--- src/rtl/alu_pkg.sv ---
// Shared constants for the ALU issue front end: control codes, FSM state encoding, tag width.
package alu_pkg;

  localparam logic [3:0] ALU_AND = 4'b0000;
  localparam logic [3:0] ALU_OR  = 4'b0001;
  localparam logic [3:0] ALU_ADD = 4'b0010;
  localparam logic [3:0] ALU_SUB = 4'b0110;
  localparam logic [3:0] ALU_EQL = 4'b0111;
  localparam logic [3:0] ALU_NOR = 4'b1100;

  localparam int TAG_W = 8;

  typedef logic [1:0] state_t;
  localparam state_t ST_IDLE  = 2'd0;
  localparam state_t ST_DRIVE = 2'd1;
  localparam state_t ST_HOLD  = 2'd2;

endpackage

--- src/rtl/alu_cmd_fifo.sv ---
// Single-clock command FIFO holding packed {ctl, a, b, tag} entries; DEPTH must be a power of 2.
module alu_cmd_fifo #(
  parameter int WIDTH = 76,
  parameter int DEPTH = 4
) (
  input  logic                   clk,
  input  logic                   rst_n,
  input  logic                   push,
  input  logic [WIDTH-1:0]       wdata,
  input  logic                   pop,
  output logic [WIDTH-1:0]       rdata,
  output logic                   full,
  output logic                   empty,
  output logic [$clog2(DEPTH):0] count
);

  localparam int AW = $clog2(DEPTH);

  logic [WIDTH-1:0] mem_q [DEPTH];
  logic [AW-1:0]    wr_ptr_q;
  logic [AW-1:0]    rd_ptr_q;
  logic [AW:0]      count_q;
  logic             do_push;
  logic             do_pop;

  assign full    = (count_q == (AW+1)'(DEPTH));
  assign empty   = (count_q == '0);
  assign count   = count_q;
  assign rdata   = mem_q[rd_ptr_q];
  // Full is taken from the registered count, so a pop on a full queue never frees room that cycle.
  assign do_push = push && !full;
  assign do_pop  = pop && !empty;

  // NOTE: storage is not reset; only pointers and count are, so no entry is visible until written.
  always_ff @(posedge clk) begin
    if (do_push) mem_q[wr_ptr_q] <= wdata;
  end

  // NOTE: sequential state uses non-blocking assignments so every register samples pre-edge values.
  always_ff @(posedge clk or negedge rst_n) begin
    if (!rst_n) begin
      wr_ptr_q <= '0;
      rd_ptr_q <= '0;
      count_q  <= '0;
    end else begin
      if (do_push) wr_ptr_q <= wr_ptr_q + 1'b1;
      if (do_pop)  rd_ptr_q <= rd_ptr_q + 1'b1;
      case ({do_push, do_pop})
        2'b10:   count_q <= count_q + 1'b1;
        2'b01:   count_q <= count_q - 1'b1;
        default: ;
      endcase
    end
  end

endmodule

--- src/rtl/alu_issue.sv ---
// Sequencer that queues ALU commands, drives them one at a time and returns tagged results.
// Defining ALU_CHECK_EN adds a golden model and the chk_mismatch/chk_count ports.
module alu_issue
  import alu_pkg::*;
#(
  parameter int W     = 32,
  parameter int DEPTH = 4
) (
  input  logic             clk,
  input  logic             rst_n,
  input  logic             cmd_valid,
  output logic             cmd_ready,
  input  logic [3:0]       cmd_ctl,
  input  logic [W-1:0]     cmd_a,
  input  logic [W-1:0]     cmd_b,
  output logic [3:0]       alu_ctl,
  output logic [W-1:0]     alu_a,
  output logic [W-1:0]     alu_b,
  input  logic [W-1:0]     alu_out,
  input  logic             alu_zero,
  input  logic             alu_overflow,
  output logic             rsp_valid,
  input  logic             rsp_ready,
  output logic [W-1:0]     rsp_out,
  output logic             rsp_zero,
  output logic             rsp_overflow,
  output logic [TAG_W-1:0] rsp_tag,
  output logic             ovf_sticky,
  input  logic             clr_sticky
`ifdef ALU_CHECK_EN
  ,
  output logic             chk_mismatch,
  output logic [7:0]       chk_count
`endif
);

  localparam int ENTRY_W = 4 + 2*W + TAG_W;
  localparam int CNT_W   = $clog2(DEPTH) + 1;

  logic [ENTRY_W-1:0] fifo_rdata;
  logic               fifo_full;
  logic               fifo_empty;
  logic [CNT_W-1:0]   fifo_count;
  logic               accept;
  logic               pop;
  logic               capture;

  state_t             state_q, state_d;
  logic [TAG_W-1:0]   tag_q;
  logic [3:0]         drv_ctl_q;
  logic [W-1:0]       drv_a_q, drv_b_q;
  logic [TAG_W-1:0]   drv_tag_q;
  logic [W-1:0]       rsp_out_q;
  logic               rsp_zero_q, rsp_ovf_q;
  logic [TAG_W-1:0]   rsp_tag_q;
  logic               ovf_sticky_q;

  assign cmd_ready = (fifo_count != CNT_W'(DEPTH));
  assign accept    = cmd_valid && !fifo_full;

  alu_cmd_fifo #(.WIDTH(ENTRY_W), .DEPTH(DEPTH)) u_fifo (
    .clk   (clk),
    .rst_n (rst_n),
    .push  (accept),
    .wdata ({cmd_ctl, cmd_a, cmd_b, tag_q}),
    .pop   (pop),
    .rdata (fifo_rdata),
    .full  (fifo_full),
    .empty (fifo_empty),
    .count (fifo_count)
  );

  // NOTE: every always_comb output gets a default first so no path leaves it unassigned (no latch).
  always_comb begin
    state_d = state_q;
    pop     = 1'b0;
    capture = 1'b0;
    case (state_q)
      ST_IDLE: begin
        if (!fifo_empty) begin
          pop     = 1'b1;
          state_d = ST_DRIVE;
        end
      end
      ST_DRIVE: begin
        capture = 1'b1;
        state_d = ST_HOLD;
      end
      ST_HOLD: begin
        if (rsp_ready) begin
          pop     = !fifo_empty;
          state_d = fifo_empty ? ST_IDLE : ST_DRIVE;
        end
      end
      default: state_d = ST_IDLE;
    endcase
  end

  always_ff @(posedge clk or negedge rst_n) begin
    if (!rst_n) begin
      state_q      <= ST_IDLE;
      tag_q        <= '0;
      drv_ctl_q    <= '0;
      drv_a_q      <= '0;
      drv_b_q      <= '0;
      drv_tag_q    <= '0;
      rsp_out_q    <= '0;
      rsp_zero_q   <= 1'b0;
      rsp_ovf_q    <= 1'b0;
      rsp_tag_q    <= '0;
      ovf_sticky_q <= 1'b0;
    end else begin
      state_q <= state_d;
      if (accept) tag_q <= tag_q + 1'b1;
      if (pop) {drv_ctl_q, drv_a_q, drv_b_q, drv_tag_q} <= fifo_rdata;
      if (capture) begin
        rsp_out_q  <= alu_out;
        rsp_zero_q <= alu_zero;
        rsp_ovf_q  <= alu_overflow;
        rsp_tag_q  <= drv_tag_q;
      end
      // A fresh overflow outranks a clear arriving on the same edge.
      if (capture && alu_overflow) ovf_sticky_q <= 1'b1;
      else if (clr_sticky)         ovf_sticky_q <= 1'b0;
    end
  end

  assign alu_ctl      = drv_ctl_q;
  assign alu_a        = drv_a_q;
  assign alu_b        = drv_b_q;
  assign rsp_valid    = (state_q == ST_HOLD);
  assign rsp_out      = rsp_out_q;
  assign rsp_zero     = rsp_zero_q;
  assign rsp_overflow = rsp_ovf_q;
  assign rsp_tag      = rsp_tag_q;
  assign ovf_sticky   = ovf_sticky_q;

`ifdef ALU_CHECK_EN
  logic [W-1:0] gold_sum, gold_diff, gold_out;
  logic         gold_ovf;
  logic         mismatch;
  logic         chk_mismatch_q;
  logic [7:0]   chk_count_q;

  assign gold_sum  = drv_a_q + drv_b_q;
  assign gold_diff = drv_a_q - drv_b_q;

  always_comb begin
    gold_out = '0;
    gold_ovf = 1'b0;
    case (drv_ctl_q)
      ALU_AND: gold_out = drv_a_q & drv_b_q;
      ALU_OR:  gold_out = drv_a_q | drv_b_q;
      ALU_NOR: gold_out = ~(drv_a_q | drv_b_q);
      ALU_EQL: gold_out = {{(W-1){1'b0}}, (drv_a_q == drv_b_q)};
      ALU_ADD: begin
        gold_out = gold_sum;
        gold_ovf = (drv_a_q[W-1] == drv_b_q[W-1]) && (gold_sum[W-1] != drv_a_q[W-1]);
      end
      ALU_SUB: begin
        gold_out = gold_diff;
        gold_ovf = (drv_a_q[W-1] != drv_b_q[W-1]) && (gold_diff[W-1] != drv_a_q[W-1]);
      end
      default: ;
    endcase
  end

  assign mismatch = capture &&
    ({alu_out, alu_zero, alu_overflow} != {gold_out, (gold_out == '0), gold_ovf});

  always_ff @(posedge clk or negedge rst_n) begin
    if (!rst_n) begin
      chk_mismatch_q <= 1'b0;
      chk_count_q    <= '0;
    end else begin
      chk_mismatch_q <= mismatch;
      if (mismatch && chk_count_q != 8'hFF) chk_count_q <= chk_count_q + 1'b1;
    end
  end

  assign chk_mismatch = chk_mismatch_q;
  assign chk_count    = chk_count_q;
`endif

endmodule

--- config.mk ---
export PLATFORM = sky130hd
export DESIGN_NAME = alu_issue
export DESIGN_NICKNAME = d
export VERILOG_FILES = /design/src/rtl/alu_pkg.sv /design/src/rtl/alu_cmd_fifo.sv /design/src/rtl/alu_issue.sv
export SDC_FILE = /design/constraint.sdc
export NUM_CORES = 1
export LEC_CHECK = 0
export ABC_AREA = 1
export CAP_MARGIN = 20
export CORE_MARGIN = 4
export CORE_UTILIZATION = 45
export CTS_BUF_LIST = sky130_fd_sc_hd__clkbuf_2
export DETAILED_ROUTE_END_ITERATION = 16
export PLACE_DENSITY = 0.67
export SLEW_MARGIN = 0
export SYNTH_ARGS = -nofsm -noshare
export SYNTH_HDL_FRONTEND = slang
export SYNTH_SLANG_ARGS = --single-unit
--- constraint.sdc ---
create_clock -name clk -period 5.25 [get_ports clk]
set_input_delay 1.05 -clock clk [delete_from_list [all_inputs] [get_ports clk]]
set_output_delay 1.05 -clock clk [all_outputs]
set_load 0.05 [all_outputs]
Word level (Yosys, flattened, before mapping) --
Memory sizes are Yosys's and may differ from the RTL's. A register that Yosys moved wholly into a read port is not among the register bits. Cells that the tools add are included.
Cells by class: $add $sub $neg 5, eq/ne operators 8, mux-type cells 13, reduce and logical (&&, ||, !) cells 12
Operators by type and width (count):
- adder 8 x 1 -> 8 bit (second input constant) | 1
- 2-to-1 mux 1 bit | 8
- one-hot mux 2 bit (3 select lines) | 1
- one-hot mux 3 bit (2 select lines) | 1
- adder 2 x 1 -> 2 bit (second input constant) | 2
- == test 2 x 1 -> 1 bit (second input constant) | 2
- == test 2 bit (second input constant) | 2
- logical AND 1 bit | 4
- 2-to-1 mux 2 bit | 2
- nonzero test 2 bit | 2
- adder 3 x 1 -> 3 bit (second input constant) | 1
- == test 3 bit (second input constant) | 1
- logical NOT 1 bit | 3
- logical NOT 3 bit | 1
- != test 3 bit (second input constant) | 1
- subtractor 3 x 1 -> 3 bit (second input constant) | 1
- logical NOT 2 bit | 1
- != test 2 x 1 -> 1 bit (second input constant) | 1
- != test 2 bit (second input constant) | 1
- one-hot mux 1 bit (2 select lines) | 1
- AND reduction 2 bit | 1
Word-level totals: bits in registers 60, bits in writable memories 304, input port bits 107, output and inout port bits 113, logic and storage cells 49, memories 1
Memory list:
- u_fifo.mem_q | words 4, bits a word 76, read ports 1, clocked after memory_dff 1, write ports 1, line alu_cmd_fifo.sv:19 | logic [WIDTH-1:0] mem_q [DEPTH];

Depth between registers and ports, before layout --
Gate-level depths: netlist (run 1).
depth after elaboration 7, gate-level depth with buffers 12, gate-level depth less buffers 11

Cells and area by module --
A second synthesis (run 1) with hierarchy kept.
Unflattened totals: cell total of the unflattened synthesis 1504, area total of the unflattened synthesis 17349.1 um^2
By module, submodules not included:
- alu_cmd_fifo | times used 1, cells an instance 948, area each 12420.7 um^2, sequential area each 9303.9 um^2
- alu_issue | times used 1, cells an instance 556, area each 4928.5 um^2, sequential area each 3228.1 um^2

Worst setup path after synthesis (run 1) --
Ideal clock, no wire load.
path type in2reg, from input cmd_valid, to memory u_fifo.mem_q[0][0], enable pin, setup time 511 ps, arrival time 4550 ps, data required time 4739 ps, path slack 190 ps, stages on the path 3, buffers on the path 1, cells stage by stage nand2_1 buf_2 nor2_1
On the way: word-level cells in the longest chain between the ends 4
RTL lines:
- start, declared | line alu_issue.sv:11 | input logic cmd_valid,
- logical AND 1 bit | line alu_issue.sv:59 | assign accept = cmd_valid && !fifo_full;
- logical AND 1 bit | line alu_cmd_fifo.sv:31 | assign do_push = push && !full;
- 2-to-1 mux 1 bit | line alu_cmd_fifo.sv:36 | if (do_push) mem_q[wr_ptr_q] <= wdata;
- 2-to-1 mux 1 bit (not written as such) | line alu_cmd_fifo.sv:36
- end, declared | line alu_cmd_fifo.sv:19
No other way between the ends.

Final worst setup path (run 1) --
from register u_fifo.count_q[0] (netlist: u_fifo.count[0]), to output cmd_ready
On the way: word-level cells in the longest chain between the ends 1
RTL lines:
- start, declared | line alu_cmd_fifo.sv:22 | logic [AW:0] count_q;
- start signal, assigned | line alu_cmd_fifo.sv:49 | 2'b10: count_q <= count_q + 1'b1;
- start signal, assigned | line alu_cmd_fifo.sv:50 | 2'b01: count_q <= count_q - 1'b1;
- != test 3 bit | line alu_issue.sv:58 | assign cmd_ready = (fifo_count != CNT_W'(DEPTH));
- end, declared | line alu_issue.sv:12 | output logic cmd_ready,
No other way between the ends.

==> run_results.csv, run 1 <==
group,metric,value,unit
run_status,run_status,"finished clean",
setup_path,r2r_setup_slack,2.64,ns
setup_path,cp_cell_sequence,"nor2_1 -> nand2_1 -> clkdlybuf4s50_1",
setup_path,arrival,2.38,ns
clock_network,numCtsBuffers,107,
sta,rsz0062_at_grt,"false",
sta,finalHoldViolCount,0,
clock_network,cts_root_buffer,"clkbuf_2",
global_route,grt_pass1_vias,11356,
clock_network,cts.htree.levels,3,
drt,dr.pass1.iters,6,
setup_path,startpoint_type,"flop",
sta,fin_setup_tns,0,ns
flow_run,maxCapViolCount,0,
place,dpl_cell_area,19600,um2
synthesis,syn_area_per_cell,11.9,um2
setup_path,reg2regPathDepth,9,
final_layout,fin_area,20700,um2
place,place_congestion,0.746,
final_layout,syn2layout_area_growth,21.4,%
sta,fin_skew,0.0625,ns
global_route,grt_usage,0.185,
drt,antenna_left,0,
final_layout,final_nets,1809,
drt,drtIter0Drc,831,
place,dp_slack,1.79,ns
final_layout,layout-drive-gt1-share,0.120,
synthesis,synth_nets,1542,
setup_path,r2r_end,"u_fifo.count[2]",
drt,top_layer,"met5",
synthesis,synthesis.area,17000,um2
drt,wl_met3,2.55,mm
clock_network,cts_tree,"built",
drt,wire_per_inst,16.7,um
global_route,grt_antenna_before_repair,4,
drt,drt_wl_total,38.5,mm
clock_network,clk_path_buf_depth,3,
floorplanning,fp.dieW,203,um
place,hpwl,21.6,mm
floorplanning,die_h,203,um
power,powerDensity,632,nW/um2
setup_path,critPathMaxStageDelay,0.85,ns
sta,timing.hold.ws,0.478,ns
setup_path,r2r-start,"u_fifo.count[0]",
setup_path,cp_max_fo,3,
power,ir_worst_vdd,369,uV
floorplanning,io_pins,220,
setup_path,crit_slowest_cell,"clkdlybuf4s50_1",
clock_network,post_cts_buffers,0,
setup_path,startpoint,"u_fifo.count[0]",
power,p_leak,8.71,nW
global_route,grt_max_degree,205,
sta,period_share,0.654,
drt,routed_via_density,4.86,
sta,setup_viol,0,
final_layout,fin_util,0.552,
place,portBuffers,219,
synthesis,ys_seq_area_frac,0.736,
clock_network,clk_latency,0.95,ns
global_route,grt_pass1_wl,60.8,mm
synthesis,syn-instance-count,1428,
setup_path,cp.required,4.20,ns
drt,routed-via-count,11204,
sta,slew_viol_final,0,
floorplanning,fp-row-count,71,
synthesis,synth-seq-cells,440,
global_route,gr-total-overflow,0,
sta,fin_crit,3.43,ns
sta,slew_headroom,0.306,
setup_path,worstSetupPathType,"reg -> out",
clock_network,numClockSinks,440,
synthesis,yosysUniqueCellTypes,25,
sta,fmaxAchievable,0.291,GHz
min_path,hp-class,"reg -> reg",
sta,worst_slew_pin_slew,1.04,ns
drt,wl_met2,18.6,mm
floorplanning,die_area,41000,um2
clock_network,clk_pin_slew_worst_paths,0.11,ns
floorplanning,initial_core_util,0.454,
drt,met1_length,16.6,mm
synthesis,yosysWarnings,0,
drt,drc_errors,0,
setup_path,cp-endpoint,"cmd_ready",
setup_path,worst_setup_path_end_kind,"output port",
floorplanning,coreArea,37500,um2
sta,fin_ws,1.82,ns
-- through the flow --
step / std cells / power [mW]
2_1_floorplan: 1428 / 9.18
3_3_place_gp: 2093 / 10.8
3_5_place_dp: 2094 / 10.9
4_1_cts: 2297 / 13.2
5_1_grt: 2303 / 14.0
6_report: 2305 / 13.1
-- final cells by class --
type                    instances  area, um2
clock inverters                23        116
repair buffers                234       2400
clock buffers                 180        901
flip-flops and latches        440      12500
well taps                     511        639
inverters                     178        671
diodes                          5       12.5
fillers                      3158      16800
multi-input cells             734       3400
-- layer usage --
layer	track usage	vias to the layer above
met3	0.0519	51
met1	0.237	5371
met2	0.307	340
li1	-	5438
met4	0.0647	4
met5	0	-
-- Yosys cell counts, drive strengths merged --
master	number	share of area
nor2	15	0.0036
clkbuf	28	0.0062
edfxtp	304	0.54
xor2	4	0.0021
nand3	78	0.023
inv	177	0.039
xnor2	2	0.0010
fa	1	0.0012
nand2	312	0.069
buf	48	0.021
or2	1	0.00037
ha	6	0.0044
a21oi	154	0.045
dfrtp	136	0.20
nand4	3	0.0011
o21ai	158	0.046
clkinv	1	0.00022
-- critical path: cells and delay by family, from the launching register on --
kind / cells / cell delay, ns
and+or+nand+nor: 2 / 0.19
buffers and inverters: 1 / 0.85
DFF: 1 / 0.40
-- power by group --
group          switching [mW]  internal, mW
Sequential              0.590          4.79
Clock                    1.31         0.941
Combinational            3.79          1.64
-- placed cells by master, fill, tap and decap left out, types with 2 or more instances in the layout --
cell type | netlist | final
dfrtp_4 | 0 | 2
buf_16 | 0 | 2
clkinv_1 | 1 | 20
clkbuf_2 | 0 | 180
nand3_1 | 78 | 78
a21oi_1 | 153 | 153
o21ai_1 | 62 | 62
dfrtp_1 | 136 | 134
diode_2 | 0 | 5
clkdlybuf4s50_1 | 0 | 218
ha_1 | 6 | 6
inv_2 | 5 | 5
xnor2_1 | 2 | 2
xor2_1 | 4 | 4
nor2_4 | 0 | 5
inv_1 | 172 | 172
nand2_1 | 311 | 311
edfxtp_1 | 304 | 304
clkinv_2 | 0 | 2
nand4_1 | 3 | 3
nor2_1 | 13 | 9
o21ai_0 | 96 | 96
buf_4 | 4 | 8
buf_12 | 0 | 4
-- what timing repair did --
| action | 4_1_cts | 5_1_grt |
|---|---|---|
| endpoints found under the hold margin | 0 | 25 |
| gates resized for setup | 0 | 0 |
| setup endpoints to repair | 0 | 0 |
| hold buffers | 0 | 1 |
-- registers in the layout, summed over array words and instances (netlist names), 2 cells and up --
signal,count
tag_q,8
u_fifo.rd_ptr_q,2
u_fifo.mem_q,304
alu_b,32
drv_tag_q,8
rsp_out,32
alu_ctl,4
u_fifo.wr_ptr_q,2
alu_a,32
state_q,2
u_fifo.count,3
rsp_tag,8
-- kinds of logic after synthesis --
family / after synthesis / share of synthesized area
buffers and inverters: 254 / 0.0667
and+or+nand+nor: 409 / 0.0972
adders and majority gates: 7 / 0.00558
DFF: 440 / 0.736
xor gates and xnor gates: 6 / 0.00308
AOI/OAI and AO/OA: 312 / 0.0919
-- worst min path at each step --
stage,startpoint,end,slack (ns),cells after the start
after global routing,rst_n,alu_b[28],0.47,2
after floorplan,drv_tag_q[7],rsp_tag[7],0.45,2
after global placement,rsp_out[16],rsp_out[16],0.45,2
after CTS,rst_n,alu_b[28],0.22,1
final,rsp_out[10],rsp_out[10],0.48,2
after detailed placement,rsp_out[26],rsp_out[26],0.46,2
Power figures use the tool's default switching activity.
==> run 2, diff against run 1 <==
- clock period: 5.25 -> 3.57 ns (I/O delays scaled with it)
==> run 2 against run 1 <==
First-iteration DRC count shrank 23%. Design area grew 0.12%. Critical path depth unchanged. Non-clock buffer count rose by 9. Critical path type unchanged. Wire length about the same. Setup slack worse by 1.3 ns. Sequential power is 46% higher. Count of clock-buffer cells in the layout fell by 19. Critical endpoint unchanged. Register-to-register slack got worse by 1.1 ns. Die area unchanged. Cell count grew 0.17%.
==> run_results.csv, run 2 (synthesis results as in run 1) <==
group,metric,value,unit
run_status,run_status,"finished clean",
final_layout,seq_area,12500,um2
final_layout,syn2layout_area_growth,21.5,%
power,powerDensity,927,nW/um2
clock_network,post_cts_buffers,0,
floorplanning,io_pins,220,
place,place_congestion,0.738,
drt,drt_wl_total,38.5,mm
setup_path,startpoint,"u_fifo.count[0]",
clock_network,clk_latency,0.97,ns
sta,slew_headroom,0.314,
drt,routed_via_density,4.85,
clock_network,clk_path_buf_depth,3,
floorplanning,coreArea,37500,um2
setup_path,cp-endpoint,"cmd_ready",
drt,drtIter0Drc,638,
clock_network,cts_root_buffer,"clkbuf_2",
sta,fin_crit,3.07,ns
setup_path,critPathMaxStageDelay,0.85,ns
global_route,grt_pass1_wl,60.8,mm
min_path,min-delay-start,"alu_out[16]",
power,ir_worst_vdd,460,uV
floorplanning,initial_core_util,0.454,
setup_path,r2r-start,"u_fifo.rd_ptr_q[1]",
setup_path,crit_slowest_cell,"clkdlybuf4s50_1",
sta,setup_viol,0,
place,portBuffers,219,
sta,finalHoldViolCount,0,
sta,timing.hold.ws,0.314,ns
setup_path,critPathBufInv,1,
global_route,grt_max_degree,159,
sta,slew_viol_final,0,
global_route,grt_usage,0.187,
final_layout,final_common_cell,"nand2_1",
final_layout,fin_util,0.552,
final_layout,final_nets,1816,
setup_path,cp_max_fo,3,
place,dp_slack,0.867,ns
drt,routed-via-count,11210,
final_layout,regMostFlops,"u_fifo.mem_q",
setup_path,crit_family,"buffers and inverters",
setup_path,startpoint_type,"flop",
drt,antenna_left,0,
clock_network,clk_pin_slew_worst_paths,0.09,ns
sta,rsz0062_at_grt,"false",
drt,wire_per_inst,16.7,um
final_layout,fillerInstances,3192,
setup_path,arrival,2.36,ns
clock_network,cts_tree,"built",
final_layout,layout-drive-gt1-share,0.116,
power,p_leak,8.71,nW
setup_path,worst_setup_path_end_kind,"output port",
global_route,grt_pass1_vias,11421,
sta,fin_ws,0.499,ns
setup_path,cp.required,2.86,ns
setup_path,cp_cell_sequence,"nor2_1 -> nand2_1 -> clkdlybuf4s50_1",
global_route,grt_antenna_before_repair,4,
min_path,hp-class,"in -> reg",
drt,drc_errors,0,
sta,period_share,0.860,
floorplanning,fp.dieW,203,um
final_layout,fin_area,20700,um2
setup_path,r2r_end,"alu_b[16]",
sta,worst_slew_pin_slew,1.03,ns
clock_network,ctsResizeCount,0,
setup_path,r2r_setup_slack,1.50,ns
place,dpl_cell_area,19700,um2
clock_network,cts.htree.levels,3,
final_layout,multi_input_area,3400,um2
floorplanning,die_h,203,um
floorplanning,die_area,41000,um2
place,hpwl,22.3,mm
setup_path,reg2regPathDepth,6,
final_layout,largest_register_ffs,304,
global_route,gr-total-overflow,0,
clock_network,numClockSinks,440,
floorplanning,fp-row-count,71,
final_layout,layout_common_cells,"311 x nand2_1, 304 x edfxtp_1, 218 x clkdlybuf4s50_1, 172 x inv_1, 161 x clkbuf_2",
power,power,19.2,mW
flow_run,maxCapViolCount,0,
setup_path,worstSetupPathType,"reg -> out",
clock_network,numCtsBuffers,105,
drt,dr.pass1.iters,6,
sta,fmaxAchievable,0.326,GHz
sta,fin_skew,0.0809,ns
setup_path,crit_cells,3,
run 2: cell types whose count changed in the layout (fill, tap and decap cells not counted), sizes merged:
cell | before | now
buf | 15 | 24
bufinv | 1 | 2
clkbuf | 180 | 161
clkinv | 22 | 36
diode | 5 | 4
run 2: worst min-delay path by stage:
stage             endpoint  slack [ns]  cells after the start
2_1_floorplan     alu_a[0]        0.42                      0
3_3_place_gp    rsp_out[7]        0.45                      2
3_5_place_dp   rsp_out[24]        0.46                      2
4_1_cts        rsp_out[16]        0.19                      3
5_1_grt        rsp_out[14]        0.19                      3
6_report       rsp_out[16]        0.31                      3
run 2: power by group:
group | leakage (nW) | switching (mW) | total, mW | internal (mW)
sequential | 4.46 | 0.797 | 7.84 | 7.05
clock | 0.764 | 1.94 | 3.29 | 1.35
combinational | 3.48 | 5.63 | 8.07 | 2.44
total | 8.71 | 8.37 | 19.2 | 10.8
run 2: area by class of cell:
class	instances	area share
sequential	440	0.606
antenna	4	0.000483
inverter	178	0.0324
clock inverter	38	0.00979
multi-input combinational	734	0.164
clock buffer	161	0.0389
tap	511	0.0309
timing repair buffer	243	0.118
run 2: worst register-to-register path, cell delays in order, from the launching register on:
cell and delay [ns]:
dfrtp_4 0.43, clkinv_2 0.57, buf_4 0.52, a21oi_1 0.18
o21ai_0 0.10, nand3_1 0.12, nand2_1 0.06
run 2: stage by stage:
step           cells  TNS, ns
4_1_cts         2305        0
2_1_floorplan   1428   -20.97
3_3_place_gp    2105        0
6_report        2309        0
5_1_grt         2309        0
3_5_place_dp    2105        0
run 2: metal layers:
layer / track usage / up-vias / routed length (um)
met5: 0 / - / 27
met4: 0.0580 / 4 / 674
met3: 0.0455 / 55 / 2190
met2: 0.319 / 296 / 19300
met1: 0.238 / 5414 / 16300
li1: - / 5441 / -
run 2: repair_timing:
action,CTS,global route
hold endpoints to repair,63,0
hold buffers,1,0
endpoints found under the setup margin,0,0
==> run 3, diff against run 2 <==
- CORE_ASPECT_RATIO: unset -> 0.9
- CORE_MARGIN: 4 -> 5
- TNS_END_PERCENT: unset -> 30
==> run 3 against run 2 <==
Design area is 0.11% higher. Combinational power is 0.9% higher. Count of clock-buffer cells in the layout is 16 higher. Sequential share of layout area is 0.066 points lower. Register-to-register slack hardly changed. Sequential cell count stayed put. Total power is 1.3% higher. Worst hold slack worse by 0.022 ns. Clock skew is 0.011 ns lower.
==> run_results.csv, run 3 (synthesis results as in run 1) <==
group,metric,value,unit
floorplanning,coreArea,37300,um2
setup_path,arrival,2.35,ns
flow_run,maxCapViolCount,0,
drt,drtIter0Drc,675,
power,p_seq_frac,0.400,
sta,fin_setup_tns,0,ns
sta,setup_viol,0,
clock_network,cts_root_buffer,"clkbuf_2",
clock_network,numClockSinks,440,
sta,worst_slew_pin_slew,1.07,ns
power,p_sw_frac,0.431,
sta,fmaxAchievable,0.326,GHz
global_route,grt_usage,0.182,
drt,wire_per_inst,17.0,um
power,powerDensity,939,nW/um2
place,portBuffers,219,
drt,antenna_left,0,
final_layout,largest_register_ffs,304,
min_path,min-delay-start,"alu_out[23]",
setup_path,worstSetupPathType,"reg -> out",
sta,rsz0062_at_grt,"false",
final_layout,layout-drive-gt1-share,0.124,
power,p_leak,8.77,nW
global_route,grt_max_degree,130,
global_route,grt_pass1_wl,60.7,mm
drt,drc_errors,0,
setup_path,r2r_setup_slack,1.50,ns
clock_network,ctsResizeCount,0,
sta,slew_viol_final,0,
sta,fin_crit,3.06,ns
sta,timing.hold.ws,0.292,ns
run_status,run_status,"finished clean",
clock_network,clk_latency,0.98,ns
power,switching_power,8.38,mW
clock_network,cts_tree,"built",
drt,routed_via_density,4.90,
floorplanning,fp-row-count,67,
global_route,grt_pass1_vias,11140,
final_layout,final_nets,1813,
clock_network,cts.htree.levels,3,
floorplanning,fp.dieW,215,um
final_layout,fillerInstances,3139,
power,ir_worst_vdd,478,uV
min_path,hp-class,"in -> reg",
drt,drt_wl_total,38.6,mm
floorplanning,io_pins,220,
final_layout,layout_common_cells,"311 x nand2_1, 304 x edfxtp_1, 218 x clkdlybuf4s50_1, 177 x clkbuf_2, 172 x inv_1",
clock_network,numCtsBuffers,106,
final_layout,syn2layout_area_growth,21.7,%
clock_network,clk_path_buf_depth,3,
sta,finalHoldViolCount,0,
power,p_comb_frac,0.419,
setup_path,worst_setup_path_end_kind,"output port",
setup_path,cp_max_fo,3,
setup_path,r2r-start,"state_q[1]",
floorplanning,die_h,195,um
place,place_congestion,0.749,
sta,slew_headroom,0.287,
floorplanning,die_area,41900,um2
clock_network,clk_pin_slew_worst_paths,0.11,ns
drt,dr.pass1.iters,5,
power,clockPowerShare,0.181,
power,p_int,11.1,mW
floorplanning,initial_core_util,0.457,
setup_path,cp.required,2.86,ns
setup_path,startpoint_type,"flop",
drt,routed-via-count,11148,
global_route,gr-total-overflow,0,
global_route,grt_antenna_before_repair,1,
final_layout,final_common_cell,"nand2_1",
setup_path,startpoint,"u_fifo.count[0]",
sta,fin_skew,0.0701,ns
sta,period_share,0.858,
final_layout,regMostFlops,"u_fifo.mem_q",
place,hpwl,21.6,mm
run 3: changes by cell type in the layout (fill, tap and decap cells not counted), sizes merged:
cell	change
inv	+2
diode	-3
clkinv	-18
clkbuf	+16
bufinv	+2
clkinvlp	-1
buf	-4
run 3: path summary, 6_finish.rpt:
kind                                       to  cells after the start
min reg2reg                        rsp_out[6]                      2
max                                 cmd_ready                      3
min in group asynchronous         rsp_out[13]                      2
min                               rsp_out[23]                      3
max reg2reg                   u_fifo.count[2]                     11
max in group asynchronous  u_fifo.rd_ptr_q[0]                      3
run 3: timing repair:
action / in CTS / in global routing
hold endpoints to repair: 55 / 0
hold buffers: 1 / 0
buffers inserted: 0 / 0
run 3: stage by stage:
step	setup slack (ns)	instances	power, mW	cell area [um2]	utilization
final	0.506	2275	19.5	20700	0.556
after floorplan	-0.0690	1428	13.5	17000	-
after CTS	0.349	2274	19.7	20700	0.556
after global placement	0.839	2073	16.0	19600	0.526
after detailed placement	0.796	2073	16.1	19600	0.526
after global routing	0.313	2275	20.7	20700	0.556
run 3: final cells by class:
| cell class | count | area (um2) | share of cell area |
|---|---|---|---|
| flip-flops and latches | 440 | 12500 | 0.605 |
| multi-input cells | 734 | 3400 | 0.164 |
| repair buffers | 239 | 2430 | 0.117 |
| clock buffers | 177 | 886 | 0.0427 |
| inverters | 178 | 668 | 0.0322 |
| well taps | 483 | 604 | 0.0292 |
| clock inverters | 23 | 195 | 0.00942 |
| diodes | 1 | 2.50 | 0.000121 |
run 3: critical path: stages (launching register included):
cell,delay [ns]
dfrtp_1,0.40
nor2_1,0.07
nand2_1,0.13
clkdlybuf4s50_1,0.83
run 3: power groups by stage:
| stage | clock network (mW) | logic, mW | registers [mW] |
|---|---|---|---|
| after CTS | 3.65 | 8.26 | 7.79 |
| after floorplan | 0 | 3.64 | 9.83 |
| after global routing | 3.95 | 8.86 | 7.93 |
| after global placement | 0 | 8.10 | 7.86 |
| after detailed placement | 0 | 8.24 | 7.89 |
| final | 3.52 | 8.14 | 7.79 |
run 3: per-layer routing:
layer | global-route usage | routed length (um)
met1 | 0.235 | 16600
met2 | 0.305 | 19100
met3 | 0.0442 | 1970
met4 | 0.0635 | 945
met5 | 0 | 0
